--- src/rtl/glyph_pkg.sv ---
// Shared definitions for the glyph row reader: sheet IDs, glyph codes,
// glyph heights and the reader FSM state type.
package glyph_pkg;

  // ROM sheet identifiers
  localparam logic [1:0] SheetDigits = 2'd0;
  localparam logic [1:0] SheetAmPm   = 2'd1;
  localparam logic [1:0] Sheet24h    = 2'd2;
  localparam logic [1:0] SheetColour = 2'd3;

  // Glyph request codes
  localparam logic [3:0] CodeDigit0  = 4'd0;
  localparam logic [3:0] CodeDigit1  = 4'd1;
  localparam logic [3:0] CodeDigit2  = 4'd2;
  localparam logic [3:0] CodeDigit3  = 4'd3;
  localparam logic [3:0] CodeDigit4  = 4'd4;
  localparam logic [3:0] CodeDigit5  = 4'd5;
  localparam logic [3:0] CodeDigit6  = 4'd6;
  localparam logic [3:0] CodeDigit7  = 4'd7;
  localparam logic [3:0] CodeDigit8  = 4'd8;
  localparam logic [3:0] CodeDigit9  = 4'd9;
  localparam logic [3:0] CodeAm      = 4'd10;
  localparam logic [3:0] CodePm      = 4'd11;
  localparam logic [3:0] Code24h     = 4'd12;
  localparam logic [3:0] CodeRed     = 4'd13;
  localparam logic [3:0] CodeGreen   = 4'd14;
  localparam logic [3:0] CodeInvalid = 4'd15;

  // Glyph heights in rows
  localparam int unsigned DigitHeight = 60;
  localparam int unsigned LabelHeight = 20;

  // Reader FSM states
  typedef enum logic [1:0] {
    StIdle,
    StIssue,
    StCapture,
    StPresent
  } state_e;

endpackage

--- src/rtl/glyph_base_lut.sv ---
// Combinational map from glyph code to ROM base row, glyph height, sheet and
// a validity flag. Labels sharing a sheet are stacked at row 0 and row 20.
module glyph_base_lut
  import glyph_pkg::*;
#(
  parameter int unsigned ADDR_W = 10
) (
  input  logic [3:0]        code_i,
  output logic [ADDR_W-1:0] base_o,
  output logic [5:0]        height_o,
  output logic [1:0]        sheet_o,
  output logic              valid_o
);

  // Decode the request code into its glyph placement
  always_comb begin
    base_o   = '0;
    height_o = 6'(LabelHeight);
    sheet_o  = SheetDigits;
    valid_o  = 1'b1;
    unique case (code_i)
      CodeDigit0, CodeDigit1, CodeDigit2, CodeDigit3, CodeDigit4,
      CodeDigit5, CodeDigit6, CodeDigit7, CodeDigit8, CodeDigit9: begin
        base_o   = ADDR_W'(int'(code_i) * DigitHeight);
        height_o = 6'(DigitHeight);
        sheet_o  = SheetDigits;
      end
      CodeAm: begin
        base_o  = '0;
        sheet_o = SheetAmPm;
      end
      CodePm: begin
        base_o  = ADDR_W'(LabelHeight);
        sheet_o = SheetAmPm;
      end
      Code24h: begin
        base_o  = '0;
        sheet_o = Sheet24h;
      end
      CodeRed: begin
        base_o  = '0;
        sheet_o = SheetColour;
      end
      CodeGreen: begin
        base_o  = ADDR_W'(LabelHeight);
        sheet_o = SheetColour;
      end
      CodeInvalid: begin
        valid_o = 1'b0;
      end
      default: begin
        valid_o = 1'b0;
      end
    endcase
  end

endmodule

--- src/rtl/glyph_row_reader.sv ---
// Glyph row reader: fetches a glyph from the font ROM one row at a time and
// presents each row with a valid/ready handshake (3 cycles per row).
// Optional feature: define GLYPH_ROW_READER_ABORT_EN to add an abort input
// that returns the reader to idle from any busy state.
module glyph_row_reader
  import glyph_pkg::*;
#(
  parameter int unsigned ROW_W  = 40,
  parameter int unsigned ADDR_W = 10
) (
  input  logic              clk,
  input  logic              reset,
`ifdef GLYPH_ROW_READER_ABORT_EN
  input  logic              abort,
`endif
  input  logic              req_valid,
  output logic              req_ready,
  input  logic [3:0]        req_value,
  output logic              rom_en,
  output logic [1:0]        rom_sheet,
  output logic [ADDR_W-1:0] rom_addr,
  input  logic [ROW_W-1:0]  rom_data,
  output logic              row_valid,
  input  logic              row_ready,
  output logic [ROW_W-1:0]  row_data,
  output logic [5:0]        row_index,
  output logic              row_last,
  output logic              err
);

  state_e              state_q, state_d;
  logic [ADDR_W-1:0]   base_q, base_d;
  logic [5:0]          height_q, height_d;
  logic [5:0]          row_index_q, row_index_d;
  logic [ROW_W-1:0]    row_data_q, row_data_d;
  logic [ADDR_W-1:0]   rom_addr_q, rom_addr_d;
  logic [1:0]          rom_sheet_q, rom_sheet_d;
  logic                err_q, err_d;

  logic [ADDR_W-1:0]   lut_base;
  logic [5:0]          lut_height;
  logic [1:0]          lut_sheet;
  logic                lut_valid;

  glyph_base_lut #(
    .ADDR_W (ADDR_W)
  ) u_lut (
    .code_i   (req_value),
    .base_o   (lut_base),
    .height_o (lut_height),
    .sheet_o  (lut_sheet),
    .valid_o  (lut_valid)
  );

  // Next-state logic; ROM address/sheet are registers so they hold outside ISSUE
  always_comb begin
    state_d     = state_q;
    base_d      = base_q;
    height_d    = height_q;
    row_index_d = row_index_q;
    row_data_d  = row_data_q;
    rom_addr_d  = rom_addr_q;
    rom_sheet_d = rom_sheet_q;
    err_d       = 1'b0;

    unique case (state_q)
      StIdle: begin
        if (req_valid) begin
          if (lut_valid) begin
            base_d      = lut_base;
            height_d    = lut_height;
            rom_sheet_d = lut_sheet;
            rom_addr_d  = lut_base;
            row_index_d = '0;
            state_d     = StIssue;
          end else begin
            err_d = 1'b1;
          end
        end
      end
      StIssue: begin
        state_d = StCapture;
      end
      StCapture: begin
        // ROM data is valid exactly one cycle after the strobe
        row_data_d = rom_data;
        state_d    = StPresent;
      end
      StPresent: begin
        if (row_ready) begin
          if (row_last) begin
            state_d = StIdle;
          end else begin
            row_index_d = row_index_q + 6'd1;
            rom_addr_d  = base_q + ADDR_W'(row_index_q) + ADDR_W'(1);
            state_d     = StIssue;
          end
        end
      end
      default: begin
        state_d = StIdle;
      end
    endcase

`ifdef GLYPH_ROW_READER_ABORT_EN
    // Abort wins over a coincident row handshake; nothing else advances
    if (abort && (state_q != StIdle)) begin
      state_d     = StIdle;
      row_index_d = row_index_q;
      rom_addr_d  = rom_addr_q;
      row_data_d  = row_data_q;
    end
`endif
  end

  // State and datapath registers with synchronous reset
  always_ff @(posedge clk) begin
    if (reset) begin
      state_q     <= StIdle;
      base_q      <= '0;
      height_q    <= '0;
      row_index_q <= '0;
      row_data_q  <= '0;
      rom_addr_q  <= '0;
      rom_sheet_q <= '0;
      err_q       <= 1'b0;
    end else begin
      state_q     <= state_d;
      base_q      <= base_d;
      height_q    <= height_d;
      row_index_q <= row_index_d;
      row_data_q  <= row_data_d;
      rom_addr_q  <= rom_addr_d;
      rom_sheet_q <= rom_sheet_d;
      err_q       <= err_d;
    end
  end

  // Outputs decoded from state; height 0 after reset keeps row_last low
  always_comb begin
    req_ready = (state_q == StIdle);
    rom_en    = (state_q == StIssue);
    row_valid = (state_q == StPresent);
    row_last  = (row_index_q == (height_q - 6'd1));
    rom_addr  = rom_addr_q;
    rom_sheet = rom_sheet_q;
    row_data  = row_data_q;
    row_index = row_index_q;
    err       = err_q;
  end

endmodule

--- config.mk ---
export PLATFORM = sky130hd
export DESIGN_NAME = glyph_row_reader
export DESIGN_NICKNAME = d
export VERILOG_FILES = /design/src/rtl/glyph_pkg.sv /design/src/rtl/glyph_base_lut.sv /design/src/rtl/glyph_row_reader.sv
export SDC_FILE = /design/constraint.sdc
export NUM_CORES = 1
export LEC_CHECK = 0
export ABC_AREA = 1
export BUFFER_PORTS_ARGS = -buffer_cell sky130_fd_sc_hd__buf_2
export CORE_ASPECT_RATIO = 1.4
export CORE_MARGIN = 4
export CORE_UTILIZATION = 56
export DETAILED_ROUTE_END_ITERATION = 8
export GPL_TIMING_DRIVEN = 0
export MAX_ROUTING_LAYER = met4
export PLACE_DENSITY = 0.86
export SLEW_MARGIN = 30
export SYNTH_ARGS = -nofsm -noshare
export SYNTH_HDL_FRONTEND = slang
export SYNTH_SLANG_ARGS = --single-unit
--- constraint.sdc ---
create_clock -name clk -period 7.52 [get_ports clk]
set_input_delay 1.88 -clock clk [delete_from_list [all_inputs] [get_ports clk]]
set_output_delay 1.88 -clock clk [all_outputs]
set_load 0.05 [all_outputs]
== Yosys cells after proc, flatten, opt, wreduce, memory -nomap -nowiden ==
Cells that the tools add are included.

* Eq/ne operators: 23
* Reduce and logical (&&, ||, !) cells: 11
* Multiplexer cells: 19
* Bitwise gates (word level): 3
* Add/sub/neg operators: 4
* $mul: 1

{| class="wikitable"
|+ Operator list
! kind !! count
|-
| $mux W10 || 4
|-
| $pmux W10 S2 || 2
|-
| $eq A4 B4 Y1 const B || 8
|-
| $mux W6 || 5
|-
| $eq A4 B3 Y1 const B || 4
|-
| $pmux W6 S2 || 1
|-
| $add A10 B1 Y10 const B || 1
|-
| $add A10 B6 Y10 || 1
|-
| $reduce_or A10 Y1 || 1
|-
| $eq A4 B2 Y1 const B || 2
|-
| $mul A4 B4 Y8 const B || 1
|-
| $pmux W2 S4 || 1
|-
| $add A6 B1 Y6 const B || 1
|-
| $eq A6 B6 Y1 || 1
|-
| $mux W2 || 3
|-
| $ne A2 B2 Y1 const B || 3
|-
| $pmux W2 S3 || 1
|-
| $reduce_and A3 Y1 || 2
|-
| $reduce_or A2 Y1 || 3
|-
| $sub A6 B1 Y6 const B || 1
|-
| $reduce_and A5 Y1 || 1
|-
| $eq A2 B2 Y1 const B || 2
|-
| $eq A4 B1 Y1 const B || 1
|-
| $logic_not A4 Y1 || 1
|-
| 7 further kinds || 10
|}

* Logic and storage cells: 69
* Flip-flop bits (word level): 77

== Logic depth before layout (Yosys ltp) ==
* Depth after elaboration: 6
* Depth in mapped cells: 14

== Hierarchy ==
Synthesis repeated with hierarchy kept, for this count alone.

* Cells, all modules: 617
* Area total of the unflattened synthesis: 4349.2 um^2

{| class="wikitable"
|+ Modules (own cells, without submodules)
! module !! area an instance (um^2) !! sequential area each (um^2) !! cells an instance !! times used
|-
| glyph_row_reader || 3669.8 || 1541.5 || 516 || 1
|-
| glyph_base_lut || 679.4 || 0.0 || 101 || 1
|}

== Worst setup path before layout ==
OpenSTA, ideal clock, no wires.

* Kind: in2reg
* From: input port req_value[1]
* To: register rom_addr_q[9] (netlist: rom_addr[9])
* Path slack: 3.501 ns
* Path buffers: 0
* Stages: 13
* Library setup time: 0.066 ns
* Data arrival time: 3.953 ns
* Cells stage by stage: inv_1 fa_1 inv_1 ha_1 ha_1 or2_2 nand3_1 nand2_1 nand2_1 nand3_1 nand2_1 nand3_2 a21oi_2

* Longest elaborated chain between the ends: 6
* Elaborated cells between the ends (all ways): 22

{| class="wikitable"
|+ Ends and longest elaborated chain
! element !! RTL line !! source
|-
| start, declared || glyph_row_reader.sv:18 || <nowiki>input logic [3:0] req_value,</nowiki>
|-
| parallel branches: the longest is 6 deep, another holds $mul A4 B4 Y8 || -- ||
|-
| end signal, assigned || glyph_row_reader.sv:133 || <nowiki>rom_addr_q <= rom_addr_d;</nowiki>
|-
| end, declared || glyph_row_reader.sv:36 || <nowiki>logic [ADDR_W-1:0] rom_addr_q, rom_addr_d;</nowiki>
|}

Several ways; the timed one is not identified. The select of a mux whose other input is x is not followed.
A chain may end at the register's enable or synchronous reset.

== Worst setup path in the final report ==
Same ends and word-level chain as after synthesis.

==> key figures <==
Final layout
  • Area growth, synth to finish: 22.34%
  • Fillers: 520
  • Post-route insts no fill: 703
  • Antenna diode count: 0
  • Share of cells above drive strength 1: 0.2456
  • Nets: 708
  • Final instance area: 4496 sq um

Worst setup path
  • Cell mode on critical path: nand2_1
  • Critical Path RT: 7810 ps
  • Critical Path Fanout Max: 4
  • Startpoint Class: input port
  • Critical path type: in -> reg
  • Delay of the slowest critical-path stage: 550 ps
  • Crit-path cells: buf_2 > inv_1 > fa_1 > inv_1 > ha_1 > ha_1 > or2_2 > nand3_1 > nand2_1 > nand2_1 > nand3_1 > nand2_1 > nand3_2 > a21oi_2
  • Worst setup EP type: register
  • CP max stage cell: fa_1
  • WP data arrival: 4360 ps

Floorplanning
  • Die area: 7941 sq um
  • Die Ht: 103.9 um
  • Die width: 76.47 um
  • Core Region: 6296 sq um
  • Initial Utilization: 0.5837
  • Cell row count: 34
  • # IOs: 111

Routing
  • Via/cell ratio: 5.248
  • Final WL: 9482 um
  • Starting DRT DRC Count: 189
  • Post-route ant nets: 0
  • Post-route DRC: 0
  • DR WL/cell: 13.49 um
  • TritonRoute pass-1 iters: 4
  • Via count of the routed design: 3689

Pwr
  • Switching power: 888.8 uW
  • PwrDens: 389.9 nW/um^2
  • Logic gate share of total power: 0.529
  • Sequential Power Share: 0.307
  • P_leak: 0.002346 uW
  • Worst vdd ir: 0.2664 mV
  • Int Power: 864.0 uW
  • Sw Share: 0.5071
  • Clock network power share: 0.165

Synthesis
  • Main combinational cell family by area after synthesis: simple AND/OR/NAND/NOR gates
  • Post-Synth Simple-Gate Area: 0.2605
  • FF+latch count, synth: 69
  • Synth Instances: 506
  • Compound-Gate Fraction of Synth Area: 0.1461
  • Sequential share of the synthesized area: 0.3759
  • Post-Syn Area per Cell: 7.262 sq um
  • Post-synthesis mux area share: 0
  • Synth Area in XOR/XNOR: 0.01192
  • Syn Nets: 587
  • Post-synth cell types: 32
  • Synth Warn #: 0
  • Adder-Cell Fraction of Synth Area: 0.1226
  • Post-synthesis cell area: 3675 sq um

Place
  • Placed cell count: 688
  • IO buf count: 110
  • Routability cong.: 0.9344
  • HPWL after DPL: 7308 um
  • Placed cell area: 4315 sq um

STA
  • Hold Vio Cnt, Final: 0
  • Setup TNS: 0 ps
  • Final min period: 4072 ps
  • Setup-failing EPs final: 0
  • Fin crit share: 0.5415
  • Unrepaired setup endpoints after global routing: no
  • Slew HR: 0.6409
  • Skew final: 6.332 ps
  • Max Slew Vio Count: 0
  • Fmax: 0.2456 GHz
  • Worst-Margin Slew: 538.6 ps

Clocking
  • Setup Fix Bufs, Post-CTS: 0
  • Clock Latency Late Sink: 350 ps
  • Clock-pin slew on the worst setup and hold paths: 70 ps
  • Inserted Clock Buffers: 9
  • CTS tree: done
  • Post-CTS Resized: 0
  • H-tree depth: 3
  • Clk root buf: clkbuf_8
  • Clock Path Buffers: 2
  • Hold Buf Count CTS: 0
  • Clock sink total: 69

Outcome
  • Status: finished clean

Global routing
  • Gr ovfl total: 0
  • Initial antenna violation count: 0
  • Vias in the first global route: 3654
  • Maximum number of pins on one net before global-route repair: 12
  • First-pass GRT wire length: 16010 um
  • Global Route Usage Sum: 0.2502

Run
  • Max-cap viol count: 0

Worst hold path
  • HP Class: reg -> reg
==> metrics by stage <==
step | util | hold WS [ps] | total power [uW] | setup slack (ps)
detailed placement | 0.6854 | 451.9 | 1467 | 3104
CTS | 0.7140 | 462.8 | 1760 | 3449
finish | 0.7140 | 458.8 | 1753 | 3448
global route | 0.7140 | 481.2 | 1870 | 3271
floorplan | - | 471.4 | 1253 | 3501
global placement | 0.6854 | 446.4 | 1447 | 3150
==> synth_stat cells, drive strengths merged <==
| cell | count | share of area |
|---|---|---|
| dfxtp | 69 | 0.38 |
| xor2 | 2 | 0.0048 |
| clkbuf | 17 | 0.017 |
| fa | 5 | 0.027 |
| a21oi | 28 | 0.043 |
| nor2 | 102 | 0.11 |
| nand2 | 80 | 0.083 |
| a21o | 1 | 0.0020 |
| o22ai | 1 | 0.0017 |
| o211ai | 1 | 0.0020 |
| or2 | 6 | 0.010 |
| nand3 | 35 | 0.056 |
| inv | 52 | 0.053 |
| nor3 | 2 | 0.0027 |
| buf | 5 | 0.013 |
| xnor2 | 3 | 0.0072 |
| nand4 | 1 | 0.0017 |
| a31oi | 2 | 0.0034 |
| o21bai | 1 | 0.0020 |
| ha | 28 | 0.095 |
| o21ai | 65 | 0.092 |
==> sequential cells by signal, indices dropped and copies added, names as in the netlist <==
name and count:
base_q 8, err 1, height_q 2, rom_addr 8, rom_sheet 2, row_data 40, row_index 6, state_q 2
==> per-layer routing <==
metal / GRT usage / part of all wire / up-vias
met5: - / 0 / -
met4: 0.1334 / 0.026 / 0
met3: 0.05113 / 0.067 / 23
met2: 0.4333 / 0.51 / 125
met1: 0.2660 / 0.40 / 1687
li1: - / - / 1854
==> kinds of logic after synthesis <==
kind of cell               Yosys count
DFF                                 69
adders and majority gates           33
AOI/OAI and AO/OA                   99
buffers and inverters               74
xor gates and xnor gates             5
and+or+nand+nor                    226
==> worst max-delay path, delay by kind of cell <==
family	cells	cell delay, ps
AOI/OAI and AO/OA	1	110
buffers and inverters	3	320
and+or+nand+nor	7	870
adders and majority gates	3	1170
==> power groups by stage <==
stage | combinational [uW] | clock (uW) | sequential [uW]
2_1_floorplan | 403 | 0 | 850
3_3_place_gp | 909 | 0 | 538
3_5_place_dp | 926 | 0 | 541
4_1_cts | 930 | 293 | 537
5_1_grt | 1010 | 307 | 552
6_report | 927 | 288 | 538
==> placed cells by master, fill, tap and decap left out, types with 3 or more instances in the layout <==
master    instances
nor2_1          100
clkbuf_1         18
o21ai_2           3
a21oi_2           5
xnor2_1           3
nand2_1          78
clkinv_2          3
ha_1             28
buf_2           111
inv_1            49
nand3_2           6
or2_2             5
fa_1              5
a21oi_1          23
inv_2             3
o21ai_0          62
dfxtp_1          69
clkbuf_8          9
nand3_1          29
==> cell type report <==
cell class                 instances  area, sq um  area share
multi-input combinational        363         1988      0.4422
sequential                        69         1381      0.3073
inverter                          52        195.2     0.04342
buffer                            22        110.1     0.02449
timing repair buffer             110        550.5      0.1225
tap                               72        90.09     0.02004
clock buffer                      10        127.6     0.02839
clock inverter                     5        52.55     0.01169
==> final timing paths <==
check / startpoint / end / slack (ps) / depth (start not counted)
worst max-delay path: req_value[1] / rom_addr[9] / 3450 / 14
worst min-delay path: rom_addr[7] / rom_addr[7] / 460 / 2
worst max register to register: row_index[1] / rom_addr[3] / 5700 / 11
worst min register to register: rom_addr[7] / rom_addr[7] / 460 / 2
No activity file was read; power rests on OpenSTA's default activity.
